[src/rtl/uart_cmd_ctrl.sv]
`default_nettype none
// ============================================================================
// Module      : uart_cmd_ctrl
// Description : Turns a UART byte stream into checksummed register-write bursts.
// Revision    : 1.0 - initial release
// ============================================================================
module uart_cmd_ctrl #(
  parameter int MAX_LEN = 16,
  parameter int TIMEOUT = 4340
) (
  input  logic        clk,
  input  logic        rst_n,
  input  logic [7:0]  rx_data,
  input  logic        rx_valid,
  output logic        wr_valid,
  output logic [7:0]  wr_addr,
  output logic [7:0]  wr_data,
  input  logic        wr_ready,
  output logic        frame_ok,
  output logic        frame_err,
  output logic [2:0]  last_err,
  output logic [15:0] err_count,
  output logic        overrun
);

  typedef enum logic [2:0] {
    S_IDLE  = 3'd0,
    S_CMD   = 3'd1,
    S_ADDR  = 3'd2,
    S_LEN   = 3'd3,
    S_DATA  = 3'd4,
    S_CSUM  = 3'd5,
    S_DRAIN = 3'd6
  } state_t;

  localparam logic [7:0]  c_SYNC        = 8'hA5;
  localparam logic [7:0]  c_CMD_INC     = 8'h01;
  localparam logic [7:0]  c_CMD_FIX     = 8'h02;
  localparam logic [7:0]  c_MAX_LEN     = 8'(MAX_LEN);
  localparam logic [31:0] c_TIMEOUT     = 32'(TIMEOUT);
  localparam logic [2:0]  c_ERR_CMD     = 3'd1;
  localparam logic [2:0]  c_ERR_LEN     = 3'd2;
  localparam logic [2:0]  c_ERR_CSUM    = 3'd3;
  localparam logic [2:0]  c_ERR_TIMEOUT = 3'd4;
  localparam int          c_AW          = (MAX_LEN > 1) ? $clog2(MAX_LEN) : 1;

  state_t      r_state, w_state_nxt;
  logic [7:0]  r_cmd, r_addr, r_len, r_idx, r_xor;
  logic [7:0]  r_buf [0:(1<<c_AW)-1];
  logic [31:0] r_timer;
  logic        r_frame_err;
  logic [2:0]  r_last_err;
  logic [15:0] r_err_count;
  logic        r_overrun;

  logic        w_abort, w_buf_we, w_ld_cmd, w_ld_addr, w_ld_len;
  logic [2:0]  w_abort_code;
  logic [7:0]  w_idx_nxt, w_xor_nxt;
  logic        w_in_frame, w_timeout, w_wr_valid, w_accept, w_done;

  assign w_in_frame = (r_state == S_CMD)  || (r_state == S_ADDR) || (r_state == S_LEN) ||
                      (r_state == S_DATA) || (r_state == S_CSUM);
  // A byte arriving on the expiry cycle takes precedence over the timeout.
  assign w_timeout  = w_in_frame && !rx_valid && (r_timer == c_TIMEOUT);
  assign w_wr_valid = (r_state == S_DRAIN) && (r_idx < r_len);
  assign w_accept   = w_wr_valid && wr_ready;
  assign w_done     = (r_state == S_DRAIN) && (r_idx == r_len);

  always_comb begin
    w_state_nxt  = r_state;
    w_abort      = 1'b0;
    w_abort_code = 3'd0;
    w_buf_we     = 1'b0;
    w_ld_cmd     = 1'b0;
    w_ld_addr    = 1'b0;
    w_ld_len     = 1'b0;
    w_idx_nxt    = r_idx;
    w_xor_nxt    = r_xor;
    case (r_state)
      S_IDLE: begin
        if (rx_valid && rx_data == c_SYNC) w_state_nxt = S_CMD;
      end
      S_CMD: begin
        if (rx_valid) begin
          if (rx_data == c_CMD_INC || rx_data == c_CMD_FIX) begin
            w_ld_cmd    = 1'b1;
            w_xor_nxt   = rx_data;
            w_state_nxt = S_ADDR;
          end else begin
            w_abort      = 1'b1;
            w_abort_code = c_ERR_CMD;
          end
        end
      end
      S_ADDR: begin
        if (rx_valid) begin
          w_ld_addr   = 1'b1;
          w_xor_nxt   = r_xor ^ rx_data;
          w_state_nxt = S_LEN;
        end
      end
      S_LEN: begin
        if (rx_valid) begin
          if (rx_data > c_MAX_LEN) begin
            w_abort      = 1'b1;
            w_abort_code = c_ERR_LEN;
          end else begin
            w_ld_len    = 1'b1;
            w_xor_nxt   = r_xor ^ rx_data;
            w_idx_nxt   = 8'd0;
            w_state_nxt = (rx_data == 8'd0) ? S_CSUM : S_DATA;
          end
        end
      end
      S_DATA: begin
        if (rx_valid) begin
          w_buf_we  = 1'b1;
          w_xor_nxt = r_xor ^ rx_data;
          w_idx_nxt = r_idx + 8'd1;
          if (r_idx + 8'd1 == r_len) w_state_nxt = S_CSUM;
        end
      end
      S_CSUM: begin
        if (rx_valid) begin
          if (rx_data == r_xor) begin
            w_idx_nxt   = 8'd0;
            w_state_nxt = S_DRAIN;
          end else begin
            w_abort      = 1'b1;
            w_abort_code = c_ERR_CSUM;
          end
        end
      end
      S_DRAIN: begin
        if (w_accept) w_idx_nxt = r_idx + 8'd1;
        if (w_done)   w_state_nxt = S_IDLE;
      end
      default: w_state_nxt = S_IDLE;
    endcase
    if (w_timeout) begin
      w_abort      = 1'b1;
      w_abort_code = c_ERR_TIMEOUT;
    end
    if (w_abort) w_state_nxt = S_IDLE;
  end

  always_ff @(posedge clk or negedge rst_n) begin
    if (!rst_n) begin
      r_state     <= S_IDLE;
      r_cmd       <= 8'd0;
      r_addr      <= 8'd0;
      r_len       <= 8'd0;
      r_idx       <= 8'd0;
      r_xor       <= 8'd0;
      r_timer     <= 32'd0;
      r_frame_err <= 1'b0;
      r_last_err  <= 3'd0;
      r_err_count <= 16'd0;
      r_overrun   <= 1'b0;
    end else begin
      r_state     <= w_state_nxt;
      r_idx       <= w_idx_nxt;
      r_xor       <= w_xor_nxt;
      r_frame_err <= w_abort;
      if (w_ld_cmd)  r_cmd  <= rx_data;
      if (w_ld_addr) r_addr <= rx_data;
      if (w_ld_len)  r_len  <= rx_data;
      if (rx_valid || w_state_nxt == S_IDLE) r_timer <= 32'd0;
      else                                   r_timer <= r_timer + 32'd1;
      if (w_abort) begin
        r_last_err <= w_abort_code;
        if (r_err_count != 16'hFFFF) r_err_count <= r_err_count + 16'd1;
      end else if (w_done) begin
        r_last_err <= 3'd0;
      end
      if (r_state == S_DRAIN && rx_valid) r_overrun <= 1'b1;
    end
  end

  // Payload storage carries no reset; outputs are gated so stale data never shows.
  always_ff @(posedge clk) begin
    if (w_buf_we) r_buf[r_idx[c_AW-1:0]] <= rx_data;
  end

  assign wr_valid  = w_wr_valid;
  assign wr_addr   = w_wr_valid ? ((r_cmd == c_CMD_INC) ? r_addr + r_idx : r_addr) : 8'd0;
  assign wr_data   = w_wr_valid ? r_buf[r_idx[c_AW-1:0]] : 8'd0;
  assign frame_ok  = w_done;
  assign frame_err = r_frame_err;
  assign last_err  = r_last_err;
  assign err_count = r_err_count;
  assign overrun   = r_overrun;

endmodule
`default_nettype wire

[config.mk]
export PLATFORM = sky130hd
export DESIGN_NAME = uart_cmd_ctrl
export DESIGN_NICKNAME = d
export VERILOG_FILES = /design/src/rtl/uart_cmd_ctrl.sv
export SDC_FILE = /design/constraint.sdc
export NUM_CORES = 1
export LEC_CHECK = 0
export CAP_MARGIN = 20
export CORE_ASPECT_RATIO = 1.2
export CORE_UTILIZATION = 60
export CTS_CLUSTER_DIAMETER = 80
export DETAILED_ROUTE_END_ITERATION = 16
export GPL_TIMING_DRIVEN = 1
export PLACE_DENSITY = 0.79
export SLEW_MARGIN = 20
export SYNTH_ARGS = -nofsm -noshare
export SYNTH_HDL_FRONTEND = slang
export SYNTH_SLANG_ARGS = --single-unit
[constraint.sdc]
create_clock -name clk -period 3.7 [get_ports clk]
set_input_delay 0.555 -clock clk [delete_from_list [all_inputs] [get_ports clk]]
set_output_delay 0.555 -clock clk [all_outputs]
set_load 0.02 [all_outputs]
* Word-level counts from Yosys, hierarchy flattened
Memory sizes are Yosys's and may differ from the RTL's.
Index checks and enable logic that the tools add are counted.
** Storage, ports and cells
- Register bits :: 96
- Output and inout port bits :: 39
- Bits in writable memories :: 128
- Bits of input ports :: 12
- Word-level logic and storage cells :: 127
- Bits in latches :: 0
- ROM bits :: 0
- Memories :: 1
** Operators by class
- Reduce and logical (&&, ||, !) cells :: 24
- Add/sub/neg operators :: 4
- Order comparisons :: 2
- Bitwise operators :: 1
- Div/mod/pow operators :: 0
- Multiplexer cells :: 60
- Equality and inequality tests :: 24
- Shifts and indexed selects :: 0
- Multiply operators :: 0
** Memories
- r_buf :: words 16, width 8, rd ports 1, clocked after Yosys merged registers in 0, write ports 1, line 49 : logic [7:0] r_buf [0:(1<<c_AW)-1];
** Operators with widths (count)
- $mux W8 :: 14
- $mux W3 :: 15
- $add A32 B1 Y32 const B :: 1
- $eq A32 B13 Y1 const B :: 1
- $mux W32 :: 1
- $pmux W8 S4 :: 1
- $eq A8 B8 Y1 :: 3
- $pmux W8 S3 :: 1
- $mux W1 :: 21
- $pmux W3 S7 :: 1
- $add A16 B1 Y16 const B :: 1
- $eq A8 B1 Y1 const B :: 2
- $ne A16 B16 Y1 const B :: 1
- $ne A2 B2 Y1 const B :: 6
- $eq A3 B3 Y1 const B :: 3
- $add A8 B1 Y8 const B :: 1
- $add A8 B8 Y8 :: 1
- $eq A8 B2 Y1 const B :: 1
- $eq A8 B8 Y1 const B :: 1
- $gt A8 B5 Y1 const B :: 1
- $logic_not A8 Y1 :: 1
- $lt A8 B8 Y1 :: 1
- $mux W2 :: 4
- $xor A8 B8 Y8 :: 1
- other kinds (16) :: 31

* Longest topological paths before layout
Gate-level depths: netlist of run 1.
- Depth in word-level cells :: 12
- Depth in mapped cells :: 11
- Gate-level depth less buffers :: 10

* Worst setup path after synthesis of run 1
No wires, ideal clock.
- Kind :: reg2reg
- Start :: register r_idx[0]
- End :: register r_timer[19]
- Setup time :: 0.071 ns
- Data arrival time :: 3.195 ns
- Period minus slack after synthesis :: 3.266 ns
- Data required time :: 3.629 ns
- Stages on the path, launching flop included :: 12
- Buffers on the path :: 3
- Slack :: 0.434 ns
- Cell sequence :: dfrtp_1 -> buf_2 -> buf_1 -> inv_1 -> ha_1 -> xor2_1 -> or4_1 -> a2111oi_4 -> nor3b_1 -> a311o_1 -> buf_6 -> nor2_2
** On the way
- Word-level cells in the longest chain between the ends :: 9
- Elaborated cells on any way between the ends :: 12
- Those cells by class :: 1 x add/sub; 2 x eq/ne; 6 x mux; 3 x reduce/logical
** Ends and longest elaborated chain
- start: declaration :: line 48 : logic [7:0] r_cmd, r_addr, r_len, r_idx, r_xor;
- start signal: assignment :: line 162 : r_idx <= w_idx_nxt;
- $add A8 B1 Y8 :: line 120 : if (r_idx + 8'd1 == r_len) w_state_nxt = S_CSUM;
- $eq A8 B8 Y1 :: line 120
- $mux W3 :: line 120
- $mux W3 :: line 116 : if (rx_valid) begin
- $pmux W3 S7 * :: line 79 : case (r_state)
- $mux W3 * :: line 144 : if (w_abort) w_state_nxt = S_IDLE;
- $logic_not A3 Y1 * :: line 168 : if (rx_valid || w_state_nxt == S_IDLE) r_timer <= 32'd0;
- $logic_or A1 B1 Y1 * :: line 168
- $mux W32 * :: line 168
- end signal: assignment :: line 169 : else r_timer <= r_timer + 32'd1;
- end: declaration :: line 50 : logic [31:0] r_timer;
Every way passes the cells marked *; elsewhere a longest branch is shown, timed or not.
A chain may end at the register's enable or synchronous reset.

* Final worst setup path of run 1
- Start :: register r_idx[1]
- End :: output wr_data[1]
** On the way
- Word-level cells in the longest chain between the ends :: 3
- Elaborated cells on any way between the ends :: 4
- Those cells by class :: 1 x order compare; 1 x mux; 1 x reduce/logical; 1 x memory
** Ends and longest elaborated chain
- $lt A8 B8 Y1 :: line 65 : assign w_wr_valid = (r_state == S_DRAIN) && (r_idx < r_len);
- $logic_and A1 B1 Y1 :: line 65
- $mux W8 * :: line 187 : assign wr_data = w_wr_valid ? r_buf[r_idx[c_AW-1:0]] : 8'd0;
- end: declaration :: line 17 : output logic [7:0] wr_data,
Marked as above.

==> impl_metrics.json, run 1 <==
{
  "critical_path_depth": 9,
  "via_count_of_the_first_global_routing_pass": 6946,
  "grt_setup_unrepaired": "no",
  "synth_simple_gate_area_share_pct": 13.4,
  "syn-cell-area_um2": 10500,
  "grt_first_pass_wirelength_mm": 37.7,
  "max_cap_violations": 0,
  "clock_tree_from_tritoncts": "done",
  "synth-xor-area-share_pct": 5.32,
  "antenna_found_initial": 0,
  "placedCellCount": 1040,
  "pin_count_of_the_biggest_net_entering_global_routing": 76,
  "cts_inserted_buffers": 22,
  "yosys.area.top_type": "edfxtp_1",
  "globalRouteOverflowTotal": 0,
  "post_synth_most_frequent_cells": "edfxtp_1 (128), dfrtp_1 (96), nand2_1 (46), mux4_2 (40), xor2_1 (37)",
  "synthMostInstantiatedCell": "edfxtp_1",
  "chipHeight_um": 147,
  "gpl.final_weighted_congestion": 0.875,
  "viasPerCell": 6.22,
  "instances_no_fill": 1082,
  "synth_area_in_compound_gates_pct": 5.83,
  "share_of_layout_cells_above_drive_strength_1_pct": 18.2,
  "critPathLaunchType": "flop",
  "slew_violations": 0,
  "syn2layout_area_growth_pct": 16.2,
  "detail_route.wirelength_mm": 23.5,
  "core_region_area_um2": 17000,
  "synth_mux_area_share_pct": 10.9,
  "crit_buf_inv": 3,
  "timing.critical_path.to": "wr_data[1]",
  "initial_utilization_pct": 61.8,
  "postSynthRegisterBits": 224,
  "drt_iter0_markers": 459,
  "worst_slew_margin_rel_pct": 26.9,
  "tritoncts_num_sinks": 224,
  "detailed_place_hpwl_mm": 15.6,
  "worstPathMaxFanout": 9,
  "syn-instance-count": 778,
  "crit_path_cell_trace": "buf_4, ha_1, nor2b_1, o21a_1, o21a_1, o21bai_1, buf_4, and3_1, clkdlybuf4s50_1",
  "cts.htree.levels": 1,
  "main_combinational_cell_family_by_area_after_synthesis": "simple AND/OR/NAND/NOR gates",
  "worst_path_dominant_cell_family": "buffers and inverters",
  "cts.hold.buffers_added": 0,
  "critical-path-slowest-cell": "clkdlybuf4s50_1",
  "route.vias.total": 6729,
  "final_antenna_net_count": 0,
  "setup_viol": 0,
  "global_route.usage.total_pct": 27.5,
  "critical_path_arrival_ns": 3.04,
  "timing.final.crit_share_pct": 97.3,
  "clock_latency_ns": 0.51,
  "leakage_nw": 4.87,
  "irDropWorstVdd_v": 0.000324,
  "synth.yosys.warnings": 0,
  "fin_setup_tns_ns": 0,
  "ys.flop_type": "edfxtp_1",
  "slew_at_the_pin_closest_to_its_max_slew_limit_ns": 1.10,
  "final-hold-violation-count": 0,
  "synthDistinctLibCells": 56,
  "clk_root_buffer_cell": "clkbuf_16",
  "ioPinCount": 51,
  "timing.hold.worst.class": "in2async",
  "clockBufferDepth": 3,
  "power.density_cell_area_nw_per_um2": 467,
  "die_w_um": 123,
  "synthesis.area_per_instance_um2": 13.5,
  "async_reset_ff_share_pct": 42.9,
  "path_class": "reg2out",
  "critPathMaxStageDelay_ns": 0.59,
  "io_buffer_count": 50,
  "clkTransAtPathRegs_ns": 0.06,
  "run_status": "completed",
  "final_net_count": 886,
  "synth_enable_flop_cells": 128,
  "max_freq_mhz": 278,
  "post-route-worst-setup-slack_ns": 0.101,
  "row_count": 52,
  "critical_path.endpoint_type": "primary output",
  "cp_required_ns": 3.14,
  "detail_route.drc_violations": 0,
  "synth_top_area_share_pct": 36.5,
  "capture_instance_of_the_worst_register_to_register_path": "r_idx[2]$_DFFE_PN0P_",
  "firstDrtPassIters": 5,
  "fraction_of_the_mapped_netlist_area_in_adder_cells_pct": 2.92,
  "ff2ff_path_depth": 10,
  "ys_top_cells_by_area": "edfxtp_1 (36%), dfrtp_1 (23%), mux4_2 (8.5%)",
  "worst-r2r-setup-slack_ns": 0.72,
  "clock-skew-final_ns": 0.0139,
  "dpl_worst_slack_ns": 0.116,
  "fin_crit_ns": 3.60,
  "diodes": 0,
  "synthesis.nets": 814,
  "crit-reg2reg-launch": "r_idx[1]$_DFFE_PN0P_",
  "layout.filler_cells": 1137,
  "route.detailed.wl_per_inst_um": 21.7,
  "startpoint": "r_idx[1]$_DFFE_PN0P_",
  "ys_seq_area_share_pct": 59.3,
  "dieArea_um2": 18100
}
final cells by class:
cell class	count	area, µm²	share of cell area [%]
clock buffers	28	604	4.94
clock inverters	12	204	1.67
inverters	18	67.6	0.552
multi-input cells	500	4050	33.1
flip-flops and latches	224	6250	51.0
well taps	216	270	2.21
repair buffers	84	801	6.54
per-stage QoR:
step	hold slack, ns	total power [mW]	area, µm²	utilization, %
2_1_floorplan	0.259	3.09	10500	-
3_3_place_gp	0.457	3.25	11400	66.8
3_5_place_dp	0.472	3.26	11400	66.8
4_1_cts	0.236	5.74	12200	71.7
5_1_grt	0.260	5.88	12200	71.8
6_report	0.157	5.71	12200	71.8
state kept, by name, summed over array words and instances, names as in the netlist, 8 cells and up:
register   flops
r_len          8
r_xor          8
r_idx          8
r_timer       32
r_cmd          8
r_buf        128
r_addr         8
err_count     16
worst min-delay path by stage:
stage / slack [ns] / end / cells after the start
6_report: 0.16 / err_count[3]$_DFFE_PN0P_ / 1
5_1_grt: 0.26 / err_count[3]$_DFFE_PN0P_ / 1
4_1_cts: 0.24 / err_count[3]$_DFFE_PN0P_ / 1
3_5_place_dp: 0.47 / overrun$_DFFE_PN0P_ / 1
3_3_place_gp: 0.46 / overrun$_DFFE_PN0P_ / 1
2_1_floorplan: 0.26 / err_count[0]$_DFFE_PN0P_ / 0
worst register-to-register path, delay by kind of cell (launching register included):
kind	cells	cell delay [ns]
compound gates	5	1.21
simple gates	2	0.56
flops	1	0.41
buf+inv	2	0.37
fa+ha+maj	1	0.30
cells by family after synthesis:
logic type                 Yosys count
AOI/OAI and AO/OA                   93
xor gates and xnor gates            64
adders and majority gates           24
buffers and inverters               54
DFF                                224
muxes                               63
and+or+nand+nor                    256
power by group:
| part | switching (mW) | internal [mW] |
|---|---|---|
| clock network | 0.926 | 1.57 |
| logic | 0.240 | 0.170 |
| registers | 0.0862 | 2.72 |
| total | 1.25 | 4.46 |
cell usage in the layout, fill, tap and decap left out, types with 8 or more instances in the layout:
cell	Yosys	layout
nor2_1	34	34
ha_1	23	23
nor3_1	10	10
mux2i_1	11	11
mux2_2	12	12
and2_1	28	28
edfxtp_1	128	128
nand3_1	25	25
a21o_1	8	8
clkbuf_16	0	23
buf_4	1	33
o21ai_0	16	16
xnor2_1	27	27
dfrtp_1	96	94
mux4_2	40	40
dlymetal6s2s_1	0	9
and3_1	21	21
nor4_1	10	10
xor2_1	37	37
clkdlybuf4s50_1	0	40
a21oi_1	32	32
inv_1	18	18
o31ai_1	11	11
nor2_2	30	30
nand4_1	16	16
nand2_1	46	45
per-layer routing:
metal	global-route usage [%]	vias to the layer above	share of wire, %
li1	-	3043	-
met1	35.3	3394	40
met2	46.1	229	51
met3	4.11	63	5.3
met4	12.3	0	4.3
met5	0	-	0
timing repair:
action                                  4_1_cts  5_1_grt
gates cloned                                  0        0
resized for setup                             2       10
endpoints found under the setup margin       13        9
buffers inserted                              2        0
(Power assumes the default switching activity.)
==> run 2: changes to the inputs <==
Settings changed: CORE_MARGIN set to 2.
==> run 2 against run 1 <==
Cell area down 0.11%. Worst hold slack worse by 0.074 ns. Via count down 0.10%. Largest power group unchanged. Core utilization down 1.4 points. Largest cell class unchanged.
==> impl_metrics.json, run 2 (same netlist as run 1, synthesis figures left out) <==
{
  "antenna_found_initial": 0,
  "critPathLaunchType": "flop",
  "critPathMaxStageDelay_ns": 0.59,
  "post_dp_cell_area_um2": 11400,
  "grt_setup_unrepaired": "no",
  "layout.filler_cells": 1175,
  "clockBufferDepth": 3,
  "route.vias.total": 6722,
  "final-hold-violation-count": 0,
  "mostFrequentLayoutCells": "edfxtp_1 (128), dfrtp_1 (94), nand2_1 (45), mux4_2 (40)",
  "initial_utilization_pct": 60.7,
  "slew_violations": 0,
  "worst-r2r-setup-slack_ns": 0.61,
  "fin_crit_ns": 3.59,
  "final_net_count": 885,
  "leakage_nw": 4.87,
  "finish.instance_area_um2": 12200,
  "timing.hold.worst.class": "in2async",
  "firstDrtPassIters": 6,
  "cts_inserted_buffers": 22,
  "fin_setup_tns_ns": 0,
  "detail_route.wirelength_mm": 23.4,
  "gpl.final_weighted_congestion": 0.911,
  "pin_count_of_the_biggest_net_entering_global_routing": 83,
  "dieArea_um2": 18600,
  "capture_instance_of_the_worst_register_to_register_path": "r_timer[10]$_DFF_PN0_",
  "share_of_layout_cells_above_drive_strength_1_pct": 18.7,
  "detailed_place_hpwl_mm": 15.8,
  "startpoint": "r_idx[1]$_DFFE_PN0P_",
  "via_count_of_the_first_global_routing_pass": 6846,
  "clk_root_buffer_cell": "clkbuf_16",
  "global_route.usage.total_pct": 25.6,
  "tritoncts_num_sinks": 224,
  "chipHeight_um": 149,
  "irDropWorstVdd_v": 0.000417,
  "layout_commonest_cell": "edfxtp_1",
  "clock_tree_from_tritoncts": "done",
  "path_class": "reg2out",
  "multi_input_area_um2": 4060,
  "syn2layout_area_growth_pct": 16.0,
  "run_status": "completed",
  "worstPathMaxFanout": 9,
  "worst_slew_margin_rel_pct": 25.3,
  "globalRouteOverflowTotal": 0,
  "clock-skew-final_ns": 0.0150,
  "power.density_cell_area_nw_per_um2": 459,
  "cts.htree.levels": 1,
  "critical-path-slowest-cell": "clkdlybuf4s50_1",
  "diodes": 0,
  "detail_route.drc_violations": 0,
  "cp_required_ns": 3.14,
  "max_freq_mhz": 278,
  "area.sequential_um2": 6250,
  "clock_latency_ns": 0.51,
  "crit_path_cell_trace": "buf_4, ha_1, nor2b_1, o21a_1, o21a_1, o21bai_2, buf_4, and3_1, clkdlybuf4s50_1",
  "slew_at_the_pin_closest_to_its_max_slew_limit_ns": 1.12,
  "ff2ff_path_depth": 10,
  "largest_register_ffs": 128,
  "core_region_area_um2": 17400,
  "final_antenna_net_count": 0,
  "row_count": 53,
  "drt_iter0_markers": 546,
  "timing.final.crit_share_pct": 97.1,
  "critical_path.endpoint_type": "primary output",
  "ioPinCount": 51,
  "critical_path_arrival_ns": 3.04,
  "clkTransAtPathRegs_ns": 0.06,
  "viasPerCell": 6.20,
  "setup_viol": 0,
  "die_w_um": 125,
  "route.detailed.wl_per_inst_um": 21.5,
  "crit-reg2reg-launch": "r_idx[0]$_DFFE_PN0P_",
  "io_buffer_count": 50,
  "max_cap_violations": 0,
  "grt_first_pass_wirelength_mm": 37.4
}
## run 2: cell types whose count changed in the layout (fill, tap and decap cells not counted), moves of 2 or more
cell             change
clkdlybuf4s50_1      -3
bufinv_16            -2
dlygate4sd2_1        +2
buf_4                -2
## run 2: worst max-delay path: cells and delay by family, from the launching register on
family	cells	cell delay, ns
buf+inv	3	0.98
compound gates	3	0.51
fa+ha+maj	1	0.28
simple gates	2	0.28
flops	1	0.49
## run 2: power breakdown
part | switching, mW | total (mW) | internal (mW)
logic | 0.244 | 0.416 | 0.173
registers | 0.0948 | 2.82 | 2.72
clock network | 0.926 | 2.38 | 1.46
total | 1.26 | 5.62 | 4.35
## run 2: final cells by class
type	count	area share [%]
multi-input combinational	500	33.2
sequential	224	51.1
clock inverter	12	1.35
timing repair buffer	83	6.52
tap	220	2.25
clock buffer	28	5.02
inverter	18	0.552
## run 2: how the worst max path moves through the flow
| stage | end | slack, ns | cells past startpoint |
|---|---|---|---|
| 6_report | wr_data[6] | 0.11 | 9 |
| 5_1_grt | wr_data[3] | 0.004 | 9 |
| 4_1_cts | wr_data[1] | 0.005 | 9 |
| 3_5_place_dp | r_timer[2]$_DFF_PN0_ | 0.08 | 9 |
| 3_3_place_gp | r_timer[31]$_DFF_PN0_ | 0.15 | 9 |
| 2_1_floorplan | r_timer[19]$_DFF_PN0_ | 0.43 | 11 |
## run 2: layer usage
layer / up-vias / track usage, % / part of all wire [%]
li1: 3039 / - / -
met1: 3353 / 33.5 / 40
met2: 267 / 44.7 / 51
met3: 63 / 3.19 / 5.2
met4: 0 / 9.44 / 4.0
met5: - / 0 / 0
## run 2: stage by stage
stage          setup WS [ns]  power (mW)  util (%)  std cells  hold WS [ns]
2_1_floorplan          0.434        3.09         -        778         0.259
3_3_place_gp           0.152        3.25      65.6       1045         0.458
3_5_place_dp          0.0762        3.27      65.6       1045         0.457
4_1_cts              0.00498        5.64      70.2       1085         0.256
5_1_grt              0.00385        5.80      70.4       1085         0.151
6_report               0.107        5.62      70.4       1085        0.0828
## run 2: timing repair
item                       CTS  global route
pin swaps                    0             0
gates resized for setup      6            12
hold buffers                 0             0
setup endpoints to repair   13            15
setup buffers                0             0
==> run 3: changes to the inputs <==
--- a/config.mk
+++ b/config.mk
@@ -12,2 +12,3 @@
 export CTS_CLUSTER_DIAMETER = 80
+export CTS_CLUSTER_SIZE = 12
 export DETAILED_ROUTE_END_ITERATION = 16
--- a/constraint.sdc
+++ b/constraint.sdc
@@ -3,2 +3,2 @@
 set_output_delay 0.555 -clock clk [all_outputs]
-set_load 0.02 [all_outputs]
+set_load 0.005 [all_outputs]
==> run 3 against run 2 <==
Wire length increased by 2.2%. Critical path depth did not move. Non-clock buffer count grew 4. Largest cell class unchanged. Largest power group unchanged.
==> impl_metrics.json, run 3 (same netlist as run 1, synthesis figures left out) <==
{
  "antenna_found_initial": 0,
  "startpoint": "r_idx[1]$_DFFE_PN0P_",
  "syn2layout_area_growth_pct": 14.8,
  "cts_inserted_buffers": 22,
  "worst-r2r-setup-slack_ns": 0.68,
  "firstDrtPassIters": 6,
  "path_class": "reg2out",
  "row_count": 53,
  "report.power.total_mw": 5.29,
  "globalRouteOverflowTotal": 0,
  "final-hold-violation-count": 0,
  "core_region_area_um2": 17400,
  "mostFrequentLayoutCells": "edfxtp_1 (128), dfrtp_1 (94), clkdlybuf4s50_1 (49), nand2_1 (45), mux4_2 (40)",
  "worst_path_dominant_cell_family": "compound AO/OA/AOI/OAI gates",
  "irDropWorstVdd_v": 0.000488,
  "fin_setup_tns_ns": 0,
  "critPathLaunchType": "flop",
  "dpl_worst_slack_ns": 0.216,
  "drt_iter0_markers": 573,
  "die_w_um": 125,
  "instances_no_fill": 1085,
  "final_net_count": 889,
  "critical-path-slowest-cell": "clkdlybuf4s50_1",
  "worstPathMaxFanout": 11,
  "viasPerCell": 6.22,
  "max_cap_violations": 0,
  "cts.htree.levels": 1,
  "timing.final.crit_share_pct": 96.1,
  "clock-skew-final_ns": 0.0104,
  "critPathMaxStageDelay_ns": 0.51,
  "tritoncts_num_sinks": 224,
  "route.detailed.wl_per_inst_um": 22.0,
  "slew_violations": 0,
  "detail_route.wirelength_mm": 23.9,
  "post-route-worst-setup-slack_ns": 0.144,
  "cp_required_ns": 3.14,
  "gpl.final_weighted_congestion": 0.962,
  "detail_route.drc_violations": 0,
  "global_route.usage.total_pct": 26.2,
  "clock_latency_ns": 0.51,
  "grt_first_pass_wirelength_mm": 38.2,
  "share_of_layout_cells_above_drive_strength_1_pct": 17.9,
  "slew_at_the_pin_closest_to_its_max_slew_limit_ns": 0.999,
  "grt_setup_unrepaired": "no",
  "io_buffer_count": 50,
  "clkTransAtPathRegs_ns": 0.06,
  "layout_commonest_cell": "edfxtp_1",
  "max_freq_mhz": 281,
  "critical_path_depth": 9,
  "critical_path_arrival_ns": 3.00,
  "crit_path_cell_trace": "ha_1, a21o_1, a211oi_1, o21ai_0, a21oi_1, nor3b_2, xnor2_1, nor2_1, clkdlybuf4s50_1",
  "capture_instance_of_the_worst_register_to_register_path": "r_timer[11]$_DFF_PN0_",
  "area.sequential_um2": 6250,
  "initial_utilization_pct": 60.7,
  "diodes": 0,
  "final_antenna_net_count": 0,
  "multi_input_area_um2": 4060,
  "leakage_nw": 4.64,
  "layout.filler_cells": 1156,
  "detailed_place_hpwl_mm": 16.2,
  "power.density_cell_area_nw_per_um2": 437,
  "via_count_of_the_first_global_routing_pass": 7059,
  "crit-reg2reg-launch": "r_idx[0]$_DFFE_PN0P_",
  "route.vias.total": 6749,
  "clock_tree_from_tritoncts": "done",
  "clockBufferDepth": 3,
  "chipHeight_um": 149,
  "dieArea_um2": 18600,
  "worst_slew_margin_rel_pct": 32.8,
  "placedCellCount": 1043,
  "critical_path.endpoint_type": "primary output",
  "largest_register_ffs": 128,
  "ff2ff_path_depth": 9,
  "pin_count_of_the_biggest_net_entering_global_routing": 35,
  "timing.critical_path.to": "wr_addr[7]",
  "run_status": "completed",
  "crit_buf_inv": 1,
  "fin_crit_ns": 3.56,
  "timing.hold.worst.class": "reg2reg",
  "ioPinCount": 51,
  "clk_root_buffer_cell": "clkbuf_16",
  "setup_viol": 0
}
-- run 3: cell types whose count changed in the layout (fill, tap and decap cells not counted), sizes merged, moves of 2 or more --
cell           before  now
clkdlybuf4s50      37   49
dlymetal6s2s       10    0
clkbuf             28   35
clkinv              6    0
buf                34   37
bufinv              4    1
dlygate4sd2         2    0
-- run 3: worst register-to-register path, cell delays in order, from the launching register on --
cell       delay (ns)
dfrtp_2          0.45
buf_4            0.14
ha_1             0.35
a21oi_1          0.15
or4_4            0.52
a2111oi_4        0.49
nor3b_1          0.12
a311o_2          0.42
buf_12           0.20
nor2_2           0.13
-- run 3: report_power, final --
group	switching (mW)	leakage [nW]	internal (mW)
sequential	0.0942	2.42	2.72
clock	0.879	0.312	1.21
combinational	0.214	1.90	0.173
-- run 3: area by class of cell --
cell class | count | area share, %
Sequential cell | 224 | 51.6
Clock buffer | 35 | 5.13
Inverter | 18 | 0.558
Clock inverter | 1 | 0.248
Tap cell | 220 | 2.27
Multi-Input combinational cell | 500 | 33.5
Timing Repair Buffer | 87 | 6.64
-- run 3: repair_timing --
item | 4_1_cts | 5_1_grt
gates resized for setup | 1 | 4
setup buffers | 0 | 4
setup endpoints to repair | 7 | 10
hold endpoints to repair | 2 | 0
hold buffers | 1 | 0
gates cloned | 0 | 0
-- run 3: worst min-delay path by stage --
stage | to | depth (start not counted) | slack [ns] | start
floorplan | err_count[0]$_DFFE_PN0P_ | 0 | 0.26 | rst_n
global placement | overrun$_DFFE_PN0P_ | 1 | 0.46 | overrun$_DFFE_PN0P_
detailed placement | overrun$_DFFE_PN0P_ | 1 | 0.46 | overrun$_DFFE_PN0P_
CTS | r_cmd[7]$_DFFE_PN0P_ | 1 | 0.49 | r_cmd[7]$_DFFE_PN0P_
global route | r_cmd[7]$_DFFE_PN0P_ | 1 | 0.52 | r_cmd[7]$_DFFE_PN0P_
finish | r_cmd[7]$_DFFE_PN0P_ | 1 | 0.48 | r_cmd[7]$_DFFE_PN0P_
-- run 3: metrics by stage --
step	utilization (%)	instance area, µm²	hold WS [ns]
final	69.6	12100	0.485
after global routing	69.6	12100	0.517
after CTS	69.3	12000	0.490
after detailed placement	65.5	11400	0.464
after global placement	65.5	11400	0.458
after floorplan	-	10500	0.259
-- run 3: metal layers --
metal	GRT usage [%]	vias to the layer above	wire length (µm)
met5	0	-	0
met3	3.69	64	1210
li1	-	3043	-
met2	46.3	242	12300
met4	11.2	0	1120
met1	32.6	3400	9280
